[src/rtl/vector_line_rasterizer.sv]
// vector_line_rasterizer: Bresenham line rasterizer, one pixel per clock into the frame buffer write port.
module vector_line_rasterizer #(
  parameter int H_RES = 640,
  parameter int V_RES = 480
) (
  input  logic        clk,
  input  logic        rst_n,
  input  logic        cmd_valid,
  output logic        cmd_ready,
  input  logic [10:0] x0,
  input  logic [9:0]  y0,
  input  logic [10:0] x1,
  input  logic [9:0]  y1,
  input  logic [3:0]  cmd_color,
  input  logic        frame_end,
  output logic [18:0] w_addr,
  output logic        en_w,
  output logic [3:0]  color_in,
  output logic        done,
  output logic        busy
);
  typedef enum logic {IDLE, DRAW} state_t;
  localparam logic signed [12:0] HS = 13'(H_RES);
  localparam logic signed [12:0] VS = 13'(V_RES);
  localparam logic [18:0] HR = 19'(H_RES);
  state_t state;
  logic pending;
  logic [3:0] color_r;
  logic signed [12:0] cx, cy, ex, ey, dx, dy, err, stx, sty;
  logic signed [12:0] ax0, ay0, ax1, ay1, ddx, ddy, e2;
  logic step_x, step_y, in_rng, last, accept;
  logic [18:0] addr;
  assign ax0 = {{2{x0[10]}}, x0};
  assign ax1 = {{2{x1[10]}}, x1};
  assign ay0 = {{3{y0[9]}}, y0};
  assign ay1 = {{3{y1[9]}}, y1};
  assign ddx = ax1 - ax0;
  assign ddy = ay1 - ay0;
  assign e2 = err <<< 1;
  assign step_x = e2 > -dy;
  assign step_y = e2 < dx;
  assign in_rng = !cx[12] && cx < HS && !cy[12] && cy < VS;
  // Only meaningful when in_rng, so the coordinates are non-negative here
  assign addr = 19'(cy) * HR + 19'(cx);
  assign last = cx == ex && cy == ey;
  assign cmd_ready = state == IDLE && !pending;
  assign accept = cmd_valid && cmd_ready;
  assign busy = state == DRAW || pending || en_w;
  always_ff @(posedge clk or negedge rst_n) begin
    if (!rst_n) begin
      state <= IDLE;
      pending <= 1'b0;
      done <= 1'b0;
      en_w <= 1'b0;
      w_addr <= '0;
      color_in <= '0;
      color_r <= '0;
      cx <= '0;
      cy <= '0;
      ex <= '0;
      ey <= '0;
      dx <= '0;
      dy <= '0;
      err <= '0;
      stx <= '0;
      sty <= '0;
    end else begin
      en_w <= 1'b0;
      // An IDLE state guarantees the next cycle carries no pixel, so done trails the last en_w
      done <= pending && !done && state == IDLE;
      pending <= done ? 1'b0 : (pending || frame_end);
      if (state == IDLE) begin
        if (accept) begin
          state <= DRAW;
          cx <= ax0;
          cy <= ay0;
          ex <= ax1;
          ey <= ay1;
          color_r <= cmd_color;
          dx <= ddx[12] ? -ddx : ddx;
          dy <= ddy[12] ? -ddy : ddy;
          err <= (ddx[12] ? -ddx : ddx) - (ddy[12] ? -ddy : ddy);
          stx <= ddx[12] ? -13'sd1 : 13'sd1;
          sty <= ddy[12] ? -13'sd1 : 13'sd1;
        end
      end else begin
        en_w <= in_rng;
        if (in_rng) begin
          w_addr <= addr;
          color_in <= color_r;
        end
        if (last) state <= IDLE;
        else begin
          cx <= step_x ? cx + stx : cx;
          cy <= step_y ? cy + sty : cy;
          err <= err - (step_x ? dy : 13'sd0) + (step_y ? dx : 13'sd0);
        end
      end
    end
  end
endmodule

[config.mk]
export PLATFORM = sky130hd
export DESIGN_NAME = vector_line_rasterizer
export DESIGN_NICKNAME = d
export VERILOG_FILES = /design/src/rtl/vector_line_rasterizer.sv
export SDC_FILE = /design/constraint.sdc
export NUM_CORES = 1
export LEC_CHECK = 0
export ABC_AREA = 1
export CORE_ASPECT_RATIO = 1.4
export CORE_MARGIN = 8
export CORE_UTILIZATION = 45
export CTS_CLUSTER_SIZE = 14
export DETAILED_ROUTE_END_ITERATION = 16
export GPL_TIMING_DRIVEN = 0
export PLACE_DENSITY_LB_ADDON = 0.2
export SYNTH_ARGS = -nofsm -noshare
export SYNTH_HDL_FRONTEND = slang
export SYNTH_SLANG_ARGS = --single-unit
[constraint.sdc]
create_clock -name clk -period 5.5 [get_ports clk]
set_clock_uncertainty 0.05 [all_clocks]
set_input_delay 1.65 -clock clk [delete_from_list [all_inputs] [get_ports clk]]
set_output_delay 1.65 -clock clk [all_outputs]
set_load 0.05 [all_outputs]
==> flow_metrics.env <==
export IMPL_die_x_um=146.6
export IMPL_power_per_cell_area_nw_per_um2=216.6
export IMPL_cts_root_buf="clkbuf_16"
export IMPL_fin_ws_ns=0.1893
export IMPL_cts_path_max_buffers=2
export IMPL_netlist_area_um2=10740
export IMPL_ir_drop_v=0.0002390
export IMPL_grt_pass1_wl_um=50800
export IMPL_worstPathArrival_ns=5.58
export IMPL_synthTopCellsByCount="nand2_1, inv_1, ha_1"
export IMPL_hold_buffers=0
export IMPL_num_nets_final=1785
export IMPL_dp_hpwl_um=25320
export IMPL_fmax_ghz=0.1883
export IMPL_hold_path_class="flip-flop to flip-flop"
export IMPL_first_iter_violations=607
export IMPL_relSlewSlack_pct=37.32
export IMPL_crit_path_start_kind="primary input"
export IMPL_ys_flop_type="dfrtp_1"
export IMPL_final_util_pct=54.06
export IMPL_dieArea_um2=29140
export IMPL_async_reset_ff_share_pct=100.0
export IMPL_io_pins=77
export IMPL_first_pass_iters=5
export IMPL_yosys_warnings=0
export IMPL_drc=0
export IMPL_antenna_found_initial=0
export IMPL_place_gp_congestion=0.9021
export IMPL_core_area_um2=23720
export IMPL_drt_total_wl_um=32160
export IMPL_tightest_slew_ns=0.9402
export IMPL_start_util_pct=45.27
export IMPL_synth_most_common_cell="nand2_1"
export IMPL_cts_buffers=17
export IMPL_max_cap_violations=0
export IMPL_grt_ovfl_total=0
export IMPL_end_kind="flip-flop"
export IMPL_antenna_left=0
export IMPL_final_layout_size_suffix_gt1_share_pct=8.785
export IMPL_rows=67
export IMPL_n_antenna_cell=0
export IMPL_avgSynthCellArea_um2=7.252
export IMPL_outcome="finished clean"
export IMPL_via_count=10020
export IMPL_hold_viol=0
export IMPL_area_growth_synth_to_final_pct=19.42
export IMPL_cts_htree_levels=4
export IMPL_track_usage_pct=22.28
export IMPL_numPortBuffers=76
export IMPL_fin_crit_sh_pct=96.56
export IMPL_synthCells=1481
export IMPL_worstSkewPairLatency_ns=0.44
export IMPL_synth_top_area_share_pct=27.73
export IMPL_drt_vias_per_instance=5.231
export IMPL_criticalPathCategory="primary input to flip-flop"
export IMPL_place_worst_setup_slack_ns=-0.4255
export IMPL_period_needed_ns=5.311
export IMPL_synth_area_leaders="dfrtp_1, ha_1, nand2_1, inv_1, a21oi_1"
export IMPL_synth_edff_count=0
export IMPL_slew_viol_final=0
export IMPL_path_max_fanout=5
export IMPL_wl_per_cell_um=16.79
export IMPL_cts_tree="yes"
export IMPL_synth_top_area_cell="dfrtp_1"
export IMPL_rsz0062_at_grt="yes"
export IMPL_die_h_um=198.8
export IMPL_syn_nets=1672
export IMPL_synth_seq_area_share_pct=27.73
export IMPL_numClockSinks=119
export IMPL_finalSetupViolations=0
export IMPL_ys_ff_latch=119
export IMPL_clk_pin_slew_worst_paths_ns=0.06
export IMPL_p_leak_nw=6.658
export IMPL_yosys_cell_types_count=50
export IMPL_grt_start_max_net_pins=64
export IMPL_worstPathRequired_ns=5.77
export IMPL_grt_pass1_vias=10010
metrics by stage:
step	setup TNS, ns	area [um^2]	std cells	hold WS (ns)	power (W)
final	0	12830	1915	0.4124	0.002778
after global routing	-0.2792	12830	1915	0.4394	0.002912
after CTS	0	12500	1898	0.4153	0.002710
after detailed placement	-1.558	11920	1868	0.4075	0.001577
after global placement	-273.27	11890	1867	0.3979	0.001560
after floorplan	0	10740	1481	0.3922	0.001374
sequential cells by signal, indices dropped and copies added, names as in the netlist, 2 cells and up:
signal / count
ey: 10
cy: 13
err: 12
color_r: 4
color_in: 4
stx: 2
w_addr: 19
dx: 13
cx: 13
ex: 11
dy: 13
repair_timing:
item	4_1_cts	5_1_grt
endpoints found under the setup margin	2	7
gates resized for setup	4	50
pin swaps	0	16
setup buffers	0	17
where the power goes:
group | total (W) | internal [W] | switching (W)
combinational | 0.000780 | 0.000302 | 0.000477
clock | 0.00112 | 0.000693 | 0.000430
sequential | 0.000876 | 0.000876 | 0.0000000000000000000132
total | 0.00278 | 0.00187 | 0.000907
critical path, stage by stage:
cell,delay (ns)
clkdlybuf4s50_1,0.45
inv_1,0.08
ha_1,0.18
inv_1,0.10
fa_1,0.41
inv_1,0.11
ha_1,0.15
inv_1,0.04
or2_2,0.31
nor2_1,0.11
nand2_1,0.07
nor2_1,0.10
nand3_1,0.10
nor2_1,0.11
nand2_1,0.08
nand3_1,0.07
nand2_1,0.12
ha_1,0.36
a21o_1,0.20
a31oi_1,0.15
nand3_1,0.15
inv_1,0.08
nand4_1,0.11
nand3_2,0.13
nand2_1,0.06
nand2_1,0.05
nand2_1,0.04
routing by layer:
metal	wire length, um	up-vias	part of all wire (%)	GRT usage, %
li1	-	5041	-	-
met1	12480	4687	39	23.90
met2	16920	208	53	41.53
met3	1013	81	3.2	2.868
met4	1743	0	5.4	12.59
met5	0	-	0	0
layout by cell type (no fill, tap or decap), drive strengths merged, types with 3 or more instances in the layout:
master and instances:
clkdlybuf4s50 74, or2 7, clkbuf 37, inv 224, buf 33, nand3b 6
xnor2 26, a22oi 8, nor2 89, o21ai 116, a21o 6, o31ai 3
o211ai 9, clkinv 7, nand2 404, a21oi 92, o21bai 5, nand4 17
ha 123, nor3 18, dfrtp 119, xor2 54, a31oi 14, fa 18
o2111ai 3, nand3 78
worst paths after layout:
check	startpoint	endpoint	slack (ns)	cells after the start
worst max-delay path	x1[0]	err[11]	0.19	27
worst min-delay path	done	pending	0.41	1
worst max register to register	dy[0]	err[11]	0.29	31
worst min register to register	done	pending	0.41	1
max in group asynchronous	rst_n	err[11]	3.51	2
min in group asynchronous	rst_n	w_addr[15]	1.15	1
area by class of cell:
class	instances	area, um^2
Clock buffer	21	470.5
Timing Repair Buffer	94	919.6
Buffer	30	161.4
Inverter	225	847.1
Fill cell	2331	10900
Multi-Input combinational cell	1107	6960
Tap cell	310	387.9
Clock inverter	9	101.3
Sequential cell	119	2978
logic make-up after synthesis:
family | synth area share (%)
AOI/OAI and AO/OA | 13.90
xor gates and xnor gates | 6.908
adders and majority gates | 17.68
buffers and inverters | 9.320
DFF | 27.73
and+or+nand+nor | 24.46
No activity file was read; power rests on OpenSTA's default activity.
